<file path="src/rtl/vrf_read_stage.sv">
// -----------------------------------------------------------------------------
// vrf_read_stage
//
// Read stage between the vector-register AGU and the execute lane. It takes one
// read beat per AGU handshake and issues it to the VRF read port in the same
// cycle. The VRF returns data one cycle later. That data, together with the
// beat's byte enables and start/end flags, goes into a small FIFO. The FIFO head
// is presented to the execute lane over valid/ready.
//
// Flow control is credit based. A beat is accepted only while the queued
// entries plus the one read in flight leave room in the FIFO, so the FIFO cannot
// overflow. After the last beat of a vector is accepted, the stage drains until
// the FIFO is empty. Only then does it accept the next vector.
//
// Optional feature (compile-time macro VRD_ZERO_FILL_EN):
//   defined     - data bytes whose byte-enable bit is 0 are written to the FIFO
//                 as 8'h00
//   not defined - raw VRF data is queued and the byte enables only travel
//                 alongside it
//   Timing is the same in both builds.
//
// Parameters:
//   ADDR_W  VRF read address width
//   DATA_W  VRF read data width; the byte-enable width is DATA_W/8
//   DEPTH   output FIFO entries (power of 2, >= 2)
//
// Ports:
//   clk, rst          clock (rising edge), asynchronous active-low reset
//   agu_valid/ready   AGU beat handshake
//   agu_addr/be       beat address and byte enables
//   agu_start/end     first/last beat of vector, sampled on handshake
//   vrf_rd_en/addr    VRF read strobe and address (combinational from accept)
//   vrf_rd_data       VRF read data, valid one cycle after vrf_rd_en
//   out_valid/ready   FIFO head handshake towards the execute lane
//   out_data/be       head beat data and byte enables
//   out_start/end     head beat is first/last of vector
//   busy              stage is not idle
// -----------------------------------------------------------------------------
module vrf_read_stage #(
    parameter int ADDR_W = 32,
    parameter int DATA_W = 64,
    parameter int DEPTH  = 4
) (
    input  logic                clk,
    input  logic                rst,
    input  logic                agu_valid,
    output logic                agu_ready,
    input  logic [ADDR_W-1:0]   agu_addr,
    input  logic [DATA_W/8-1:0] agu_be,
    input  logic                agu_start,
    input  logic                agu_end,
    output logic                vrf_rd_en,
    output logic [ADDR_W-1:0]   vrf_rd_addr,
    input  logic [DATA_W-1:0]   vrf_rd_data,
    output logic                out_valid,
    input  logic                out_ready,
    output logic [DATA_W-1:0]   out_data,
    output logic [DATA_W/8-1:0] out_be,
    output logic                out_start,
    output logic                out_end,
    output logic                busy
);

    localparam int BE_W  = DATA_W / 8;
    localparam int PTR_W = $clog2(DEPTH);
    localparam int CNT_W = PTR_W + 1;

    localparam logic [PTR_W-1:0] PTR_ONE   = PTR_W'(1'b1);
    localparam logic [CNT_W-1:0] CNT_ZERO  = {CNT_W{1'b0}};
    localparam logic [CNT_W-1:0] CNT_ONE   = CNT_W'(1'b1);
    localparam logic [CNT_W:0]   OCC_LIMIT = (CNT_W + 1)'(DEPTH);

    typedef enum logic [1:0] {
        ST_IDLE   = 2'd0,
        ST_STREAM = 2'd1,
        ST_DRAIN  = 2'd2
    } state_t;

`ifdef VRD_ZERO_FILL_EN
    // Zero every data byte whose byte enable is clear.
    function automatic logic [DATA_W-1:0] zero_fill(input logic [DATA_W-1:0] d,
                                                    input logic [BE_W-1:0]   be);
        logic [DATA_W-1:0] res;
        res = {DATA_W{1'b0}};
        for (int i = 0; i < BE_W; i++) begin
            res[i*8 +: 8] = be[i] ? d[i*8 +: 8] : 8'h00;
        end
        return res;
    endfunction
`endif

    state_t             state_r;
    state_t             state_nx_s;
    logic [CNT_W-1:0]   cnt_r;
    logic [PTR_W-1:0]   wr_ptr_r;
    logic [PTR_W-1:0]   rd_ptr_r;
    logic               inflight_r;

    // Side pipe: beat attributes that travel with the outstanding read.
    logic [BE_W-1:0]    be_p_r;
    logic               start_p_r;
    logic               end_p_r;

    logic [DATA_W-1:0]  data_mem_r  [DEPTH];
    logic [BE_W-1:0]    be_mem_r    [DEPTH];
    logic               start_mem_r [DEPTH];
    logic               end_mem_r   [DEPTH];

    logic [CNT_W:0]     occ_s;
    logic               accept_s;
    logic               push_s;
    logic               pop_s;
    logic               out_valid_s;
    logic [PTR_W-1:0]   head_idx_s;
    logic [DATA_W-1:0]  push_data_s;

    // The FIFO occupancy, the in-flight read, the drain state and the credit
    // limit together give the handshake, read strobe and push/pop controls.
    always_comb begin
        occ_s       = {1'b0, cnt_r} + {{CNT_W{1'b0}}, inflight_r};
        agu_ready   = (state_r != ST_DRAIN) && (occ_s < OCC_LIMIT);
        accept_s    = agu_valid && agu_ready;
        vrf_rd_en   = accept_s;
        vrf_rd_addr = accept_s ? agu_addr : {ADDR_W{1'b0}};
        push_s      = inflight_r;
        out_valid_s = (cnt_r != CNT_ZERO);
        pop_s       = out_valid_s && out_ready;
    end

    // Data written into the FIFO, masked by the byte enables when the option is enabled.
    always_comb begin
`ifdef VRD_ZERO_FILL_EN
        push_data_s = zero_fill(vrf_rd_data, be_p_r);
`else
        push_data_s = vrf_rd_data;
`endif
    end

    // When the FIFO is empty, the outputs show the slot just behind the read pointer.
    // That slot holds the last popped beat and is not overwritten while the FIFO is
    // empty, so the outputs keep the last popped values.
    always_comb begin
        if (out_valid_s) begin
            head_idx_s = rd_ptr_r;
        end else begin
            head_idx_s = rd_ptr_r - PTR_ONE;
        end
        out_valid = out_valid_s;
        out_data  = data_mem_r[head_idx_s];
        out_be    = be_mem_r[head_idx_s];
        out_start = start_mem_r[head_idx_s];
        out_end   = end_mem_r[head_idx_s];
        busy      = (state_r != ST_IDLE);
    end

    // FSM next-state logic.
    always_comb begin
        state_nx_s = state_r;
        case (state_r)
            ST_IDLE: begin
                if (accept_s) begin
                    state_nx_s = agu_end ? ST_DRAIN : ST_STREAM;
                end else begin
                    state_nx_s = ST_IDLE;
                end
            end
            ST_STREAM: begin
                if (accept_s && agu_end) begin
                    state_nx_s = ST_DRAIN;
                end else begin
                    state_nx_s = ST_STREAM;
                end
            end
            ST_DRAIN: begin
                // Leave only when no read is outstanding and the last entry is gone
                // (or leaves this cycle).
                if (!inflight_r && ((cnt_r == CNT_ZERO) || ((cnt_r == CNT_ONE) && pop_s))) begin
                    state_nx_s = ST_IDLE;
                end else begin
                    state_nx_s = ST_DRAIN;
                end
            end
            default: begin
                state_nx_s = ST_IDLE;
            end
        endcase
    end

    // FSM state register.
    always_ff @(posedge clk or negedge rst) begin
        if (!rst) begin
            state_r <= ST_IDLE;
        end else begin
            state_r <= state_nx_s;
        end
    end

    // Side pipe: the in-flight flag plus the accepted beat's attributes.
    // The first beat taken in IDLE always opens a vector.
    always_ff @(posedge clk or negedge rst) begin
        if (!rst) begin
            inflight_r <= 1'b0;
            be_p_r     <= {BE_W{1'b0}};
            start_p_r  <= 1'b0;
            end_p_r    <= 1'b0;
        end else begin
            inflight_r <= accept_s;
            if (accept_s) begin
                be_p_r    <= agu_be;
                start_p_r <= agu_start || (state_r == ST_IDLE);
                end_p_r   <= agu_end;
            end
        end
    end

    // FIFO storage: the returned read is written at the write pointer in the
    // capture cycle.
    always_ff @(posedge clk or negedge rst) begin
        if (!rst) begin
            for (int i = 0; i < DEPTH; i++) begin
                data_mem_r[i]  <= {DATA_W{1'b0}};
                be_mem_r[i]    <= {BE_W{1'b0}};
                start_mem_r[i] <= 1'b0;
                end_mem_r[i]   <= 1'b0;
            end
        end else begin
            if (push_s) begin
                data_mem_r[wr_ptr_r]  <= push_data_s;
                be_mem_r[wr_ptr_r]    <= be_p_r;
                start_mem_r[wr_ptr_r] <= start_p_r;
                end_mem_r[wr_ptr_r]   <= end_p_r;
            end
        end
    end

    // FIFO pointers and count. The pointers wrap naturally because DEPTH is a power of 2.
    always_ff @(posedge clk or negedge rst) begin
        if (!rst) begin
            wr_ptr_r <= {PTR_W{1'b0}};
            rd_ptr_r <= {PTR_W{1'b0}};
            cnt_r    <= CNT_ZERO;
        end else begin
            if (push_s) begin
                wr_ptr_r <= wr_ptr_r + PTR_ONE;
            end
            if (pop_s) begin
                rd_ptr_r <= rd_ptr_r + PTR_ONE;
            end
            case ({push_s, pop_s})
                2'b10:   cnt_r <= cnt_r + CNT_ONE;
                2'b01:   cnt_r <= cnt_r - CNT_ONE;
                default: cnt_r <= cnt_r;
            endcase
        end
    end

endmodule
</file>
<file path="config.mk">
export PLATFORM = sky130hd
export DESIGN_NAME = vrf_read_stage
export DESIGN_NICKNAME = d
export VERILOG_FILES = /design/src/rtl/vrf_read_stage.sv
export SDC_FILE = /design/constraint.sdc
export NUM_CORES = 1
export LEC_CHECK = 0
export ABC_AREA = 1
export CAP_MARGIN = 20
export CORE_MARGIN = 3
export CORE_UTILIZATION = 55
export DETAILED_ROUTE_END_ITERATION = 8
export DONT_BUFFER_PORTS = 1
export PLACE_DENSITY_LB_ADDON = 0.2
export SYNTH_ARGS = -nofsm -noshare
export SYNTH_HDL_FRONTEND = slang
export SYNTH_SLANG_ARGS = --single-unit
</file>
<file path="constraint.sdc">
create_clock -name clk -period 2.15 [get_ports clk]
set_input_delay 0.43 -clock clk [delete_from_list [all_inputs] [get_ports clk]]
set_output_delay 0.43 -clock clk [all_outputs]
set_load 0.01 [all_outputs]
</file>
==> results of run 1 <==
## cells by family (layout without fill, tap and decap cells)
family / Yosys count / after routing / share of synthesized area
buffers and inverters: 432 / 475 / 0.1130
DFF: 316 / 316 / 0.5094
and+or+nand+nor: 974 / 974 / 0.2671
xor gates and xnor gates: 5 / 5 / 0.002822
adders and majority gates: 9 / 9 / 0.007254
AOI/OAI and AO/OA: 311 / 311 / 0.1004
other: 0 / 2 / 0
## report_power, final
| group | leakage, nW | internal, W | switching, W |
|---|---|---|---|
| combinational | 5.67 | 0.00764 | 0.0118 |
| clock | 0.611 | 0.00393 | 0.00241 |
| sequential | 3.85 | 0.00893 | 0.00168 |
## sequential cells by signal, summed over array words and instances (netlist names)
signal,count
be_mem_r,32
be_p_r,8
cnt_r,3
data_mem_r,256
end_mem_r,4
end_p_r,1
inflight_r,1
rd_ptr_r,2
start_mem_r,4
start_p_r,1
state_r,2
wr_ptr_r,2
## repair_timing
action,4_1_cts,5_1_grt
buffers inserted,19,6
setup endpoints to repair,107,108
pin swaps,33,23
gates cloned,6,12
resized for setup,165,66
endpoints found under the hold margin,316,316
## cell type report
cell class                 instances  area [um^2]  area share
antenna                            2        5.005   0.0002613
clock buffer                      51         1069     0.05579
clock inverter                    11        158.9    0.008297
inverter                         282         1061     0.05540
multi-input combinational       1299         6613      0.3453
sequential                       316         7908      0.4129
tap                              372        465.4     0.02430
timing repair buffer             131         1873     0.09780
## per-stage QoR
stage / cell area (um^2) / setup WS (ns) / TNS, ns / util
final: 19150 / -0.3694 / -29.47 / 0.7009
after global routing: 19150 / -0.5024 / -41.48 / 0.7008
after CTS: 18510 / -0.3618 / -28.81 / 0.6775
after detailed placement: 16370 / 0.04200 / 0 / 0.5990
after global placement: 16370 / 0.07953 / 0 / 0.5990
after floorplan: 15520 / 0.1607 / 0 / -
## routing by layer
metal | vias to the layer above | part of all wire | routed length, um | global-route usage
met2 | 557 | 0.49 | 21640 | 0.4569
met5 | - | 0 | 0 | 0
li1 | 6532 | - | - | -
met3 | 90 | 0.073 | 3228 | 0.05592
met1 | 6682 | 0.42 | 18420 | 0.3654
met4 | 0 | 0.023 | 1037 | 0.07842
## cells in the final DEF (no fill, tap or decap), types with 5 or more instances in the layout
cell and instances:
inv_1 278, buf_16 9, clkbuf_16 48, nand2_1 464
nand2_4 9, ha_1 8, clkinv_2 6, nand3_2 60
nor2_2 18, o21ai_0 308, nand2_2 77, nand3_1 312
clkbuf_8 9, clkbuf_1 5, buf_6 17, buf_12 31
dfrtp_1 316, buf_4 59, nor2_1 18
## worst min path at each step
stage,start,endpoint,slack (ns),depth (start not counted)
5_1_grt,rst,data_mem_r[174],-0.41,0
4_1_cts,rst,data_mem_r[49],-0.39,0
3_5_place_dp,rst,data_mem_r[49],0.14,0
6_report,rst,data_mem_r[238],-0.38,0
2_1_floorplan,rst,be_mem_r[0],0.13,0
3_3_place_gp,rst,data_mem_r[113],0.14,0
## worst register-to-register path, stage by stage, from the launching register on
cell and delay (ns):
dfrtp_1 0.36, inv_2 0.06, ha_4 0.17, inv_1 0.10, nor2_4 0.06, buf_4 0.13, buf_4 0.13, nor2_2 0.18
ha_1 0.31, nand3b_1 0.18, xor2_1 0.13, inv_1 0.05
==> results.md, run 1 <==
- Status: finished with violations
- Failing checks: hold timing, setup timing
- Worst r2r src: cnt_r[1]
- Critical-path cell list: inv_2 > ha_4 > buf_6 > nand2_8 > nand2_8 > buf_12 > nand3_1 > nand2_1 > nand2_1 > nand2_2
- Full die area: 30,280 um^2
- Max-cap violations: 0
- Last element of the critical path: out_data[7]
- Shortest period the worst path allows: 2.519 ns
- Depth of the most critical reg-to-reg path: 11
- Sequential-to-total area share from yosys stat: 0.5094
- Leak pwr: 10.13 nW
- Area grow syn2layout: 23.37%
- Top cell type's share of synthesized area: 0.5094
- Vias per std cell: 5.625
- Clock-pin slew on the worst setup and hold paths: 0.06 ns
- Final hold vios: 316
- Top cell type by total area after synthesis: dfrtp_1
- Grt ovf: 0
- Crit-path slowest cell: dfrtp_1
- Synth Area per Inst: 7.584 um^2
- Mapped cell area: roughly 16,000 um^2
- GRT Overall Usage: 0.2740
- Worst path required time: 1.72 ns
- Crit path max-delay family: simple AND/OR/NAND/NOR gates
- Clk_lat worst skew: 0.51 ns
- First-pass GRT wire length: 68,780 um
- Drt pass-1 iters: 5
- Main flop type after synthesis: dfrtp_1
- Cell Pwr Density: 1900 nW/um^2
- Synth top cells by count: nand2_1, nand3_1, dfrtp_1, o21ai_0, inv_1
- Synth unique cells: 19
- Final cell count without fillers: ~2,500
- NumNets Final: 2,185
- Worst rel slew slack: 0.2311
- Port bufs: 0
- CP Depth: 10
- Crit Reg-Reg Endpoint: cnt_r[2]
- Synthesized flop and latch total: 316
- Gate Count Post-Synth: 2,047
- Starting Density: 0.5681
- DRC Markers: 0
- Final setup fails: ~110
- Clock Tree Root: clkbuf_16
- Share of cells above drive strength 1: 0.1761
- Clock buffer depth: 3
- CTS tree: done
- Crit path launch type: flop
- Core area: around 27,000 um^2
- Row cnt: 60
- Sink Count: 316
- Via count: about 14,000
- Starting DRT DRC Count: 1,219
- DR WL/cell: 17.99 um
- Buf+Inv Stages, Crit Path: 3
- Vias in the first global route: 13,430
- Slew Viols, Final: 0
- CP endpoint kind: output pin
- Final ANT Viol Nets: 0
- Die Ht: ~170 um
- Hold Path Class: in -> async
- Post-DP HPWL: 23,390 um
- Largest net degree at the start of global routing: 317
- Fin crit share: 1.172
- Max IR drop VDD: 1.020 mV
- Worst-path maximum fanout: 26
- Syn Nets: about 2,200
- Async set-reset flop share out of synthesis: 1.000
- H-tree level count: 2
- WHS: -0.3833 ns
- Tot Pwr: 0.03638 W
- R2R Setup Slk: 0.20 ns
- Die W: about 170 um
- Fill count: 2,184
- WP data arrival: 2.09 ns
- Critical path's largest stage delay: 0.38 ns
- Synth warn: 0
- Top Ports: 220
- Placed cell count: 2,359
- Setup CP Type: reg -> out
- Worst-Margin Slew: 1.153 ns
- Number of synthesized flops with an enable pin: 0
- Synth top area cells: dfrtp_1, nand2_1, nand3_1, o21ai_0, inv_1
- CTS buffer count: 36
- Unrepaired setup endpoints after global routing: yes
- Worst Skew: roughly 0.01 ns
- Detailed Route WL: 44,330 um
- Antenna violations before repair: 2
- Peak Freq: 396.9 MHz
- Setup WS post-layout: -0.3694 ns
- Most frequent cell after synthesis: nand2_1
- GPL Wtd Cong: 0.8524
- Setup crit start: cnt_r[1]
No activity file was read; power rests on OpenSTA's default activity.
==> run 2, diff against run 1 <==
--- a/config.mk
+++ b/config.mk
@@ -7,11 +7,13 @@
 export LEC_CHECK = 0
 export ABC_AREA = 1
 export CAP_MARGIN = 20
+export CELL_PAD_IN_SITES_DETAIL_PLACEMENT = 2
+export CELL_PAD_IN_SITES_GLOBAL_PLACEMENT = 2
 export CORE_MARGIN = 3
-export CORE_UTILIZATION = 55
+export CORE_UTILIZATION = 37
 export DETAILED_ROUTE_END_ITERATION = 8
 export DONT_BUFFER_PORTS = 1
-export PLACE_DENSITY_LB_ADDON = 0.2
+export PLACE_DENSITY_LB_ADDON = 0.1
 export SYNTH_ARGS = -nofsm -noshare
 export SYNTH_HDL_FRONTEND = slang
 export SYNTH_SLANG_ARGS = --single-unit
==> results.md, run 2 (synthesis results as in run 1) <==
- Core area: just over 40,000 um^2
- Crit path launch type: flop
- Status: finished with violations
- Starting DRT DRC Count: 839
- Cell Pwr Density: 2035 nW/um^2
- Clock-pin slew on the worst setup and hold paths: approximately 0.060 ns
- GPL Wtd Cong: 0.7647
- Design Area, Final: approximately 21,000 um^2
- Worst-Margin Slew: 0.8916 ns
- Critical path's largest stage delay: 0.40 ns
- Peak Freq: 362.9 MHz
- Worst path required time: 1.72 ns
- Drt pass-1 iters: 5
- Clk_lat worst skew: 0.56 ns
- DRC Markers: 0
- Row cnt: 74
- CTS tree: done
- Post-DP HPWL: 31,630 um
- Starting Density: 0.3776
- Max-cap violations: 0
- Setup WS post-layout: -0.6053 ns
- Vias per std cell: ~5.5
- Sink Count: 316
- Slew Viols, Final: 0
- Worst-path maximum fanout: 7
- Clock Tree Root: clkbuf_16
- Detailed Route WL: 64,920 um
- Area grow syn2layout: 34.09%
- Top Registers: data_mem_r x256, be_mem_r x32, be_p_r x8
- Most common cell after layout, fill and taps aside: nand2_1
- Leak pwr: approximately 11 nW
- Most flops, register: data_mem_r
- First-pass GRT wire length: approximately 93,000 um
- Crit-path slowest cell: dfrtp_1
- Shortest period the worst path allows: 2.755 ns
- Fin crit share: 1.282
- CP endpoint kind: output pin
- Via count: 14,700
- Critical-path cell list: inv_2 > ha_4 > buf_8 > nand2_8 > nand2_8 > buf_12 > clkbuf_16 > nand3_2 > nand2_1 > nand2_1 > nand2_2
- Final ANT Viol Nets: 0
- Max IR drop VDD: between 0.7 and 0.8 mV
- DP Area: ~17,000 um^2
- Antenna violations before repair: 2
- Grt ovf: 0
- Setup CP Type: reg -> out
- WP data arrival: ~2.3 ns
- Share of cells above drive strength 1: 0.2368
- Final cell count without fillers: ~2,600
- WHS: -0.4289 ns
- Flip-flop count of the largest register after layout: 256
- GRT Overall Usage: 0.2645
- CTS Hold Bufs: 4
- Full die area: approximately 44,000 um^2
- Failing checks: hold timing, setup timing
- Final hold vios: ~320
- Hold Path Class: in -> async
- Worst Skew: 0.01348 ns
- Die Ht: 210.8 um
- Most frequent cells in the layout: nand2_1, dfrtp_1, o21ai_0
- Clock buffer depth: 3
- Top Ports: between 200 and 250
- Worst rel slew slack: 0.4056
- H-tree level count: 2
- Vias in the first global route: approximately 16,000
- CTS buffer count: 40
- Fill count: 4,355
- Tot Pwr: 0.04236 W
- NumNets Final: between 2,000 and 2,500
- Port bufs: 0
- Final setup fails: 109
- Die W: 210.8 um
- Largest net degree at the start of global routing: between 300 and 400
- Unrepaired setup endpoints after global routing: yes
- DR WL/cell: about 25 um
- Placed cell count: around 2,500
## run 2: cell count changes in the layout (fill, tap and decap cells not counted), sizes merged
cell,delta
buf,+8
bufbuf,+1
bufinv,+1
clkbuf,+12
clkinvlp,+2
diode,-1
dlygate4sd3,+4
inv,-2
## run 2: cell type report
type | instances | area [um^2] | share of cell area
diodes | 1 | 2.502 | 0.0001202
clock inverters | 12 | 193.9 | 0.009317
well taps | 532 | 665.6 | 0.03198
repair buffers | 150 | 2470 | 0.1187
multi-input cells | 1299 | 7277 | 0.3496
clock buffers | 57 | 1226 | 0.05891
inverters | 282 | 1071 | 0.05145
flip-flops and latches | 316 | 7909 | 0.3800
## run 2: critical path: cells and delay by family, from the launching register on
family                     cells  cell delay, ns
and+or+nand+nor                6            0.64
buffers and inverters          4            0.54
adders and majority gates      1            0.16
DFF                            1            0.40
## run 2: worst paths after layout
path                                 start         endpoint  slack, ns  cells after the start
max in group asynchronous              rst  data_mem_r[198]       1.83                      0
max                               cnt_r[0]     out_data[14]      -0.61                     11
min reg2reg                data_mem_r[194]  data_mem_r[194]       0.48                      2
min                                    rst  data_mem_r[242]      -0.43                      0
min in group clk                 agu_be[7]        be_p_r[7]       0.02                      2
max reg2reg                       cnt_r[0]         cnt_r[2]       0.21                      9
## run 2: metal layers
metal / vias to the layer above / wire length (um) / global-route usage
met2: 352 / 33290 / 0.4708
li1: 6602 / - / -
met4: 2 / 1655 / 0.07298
met5: - / 12 / 0
met3: 105 / 2751 / 0.04782
met1: 7640 / 27210 / 0.3311
## run 2: timing repair
action / 4_1_cts / 5_1_grt
gates resized for setup: 254 / 139
buffers inserted: 21 / 14
pin swaps: 42 / 86
endpoints found under the hold margin: 320 / 316
cloned: 16 / 19
endpoints found under the setup margin: 109 / 108
## run 2: stage by stage
stage	setup WS, ns	util	setup TNS (ns)
after detailed placement	-0.1305	0.4053	-4.215
final	-0.6053	0.5063	-45.70
after global placement	-0.03467	0.4053	-0.1796
after global routing	-0.6720	0.5063	-56.61
after CTS	-0.5169	0.4786	-43.15
after floorplan	0.1607	-	0
## run 2: power by group
group	switching, W	internal [W]	leakage (nW)
registers	0.00201	0.00894	3.85
clock network	0.00279	0.00455	0.699
logic	0.0147	0.00943	6.10
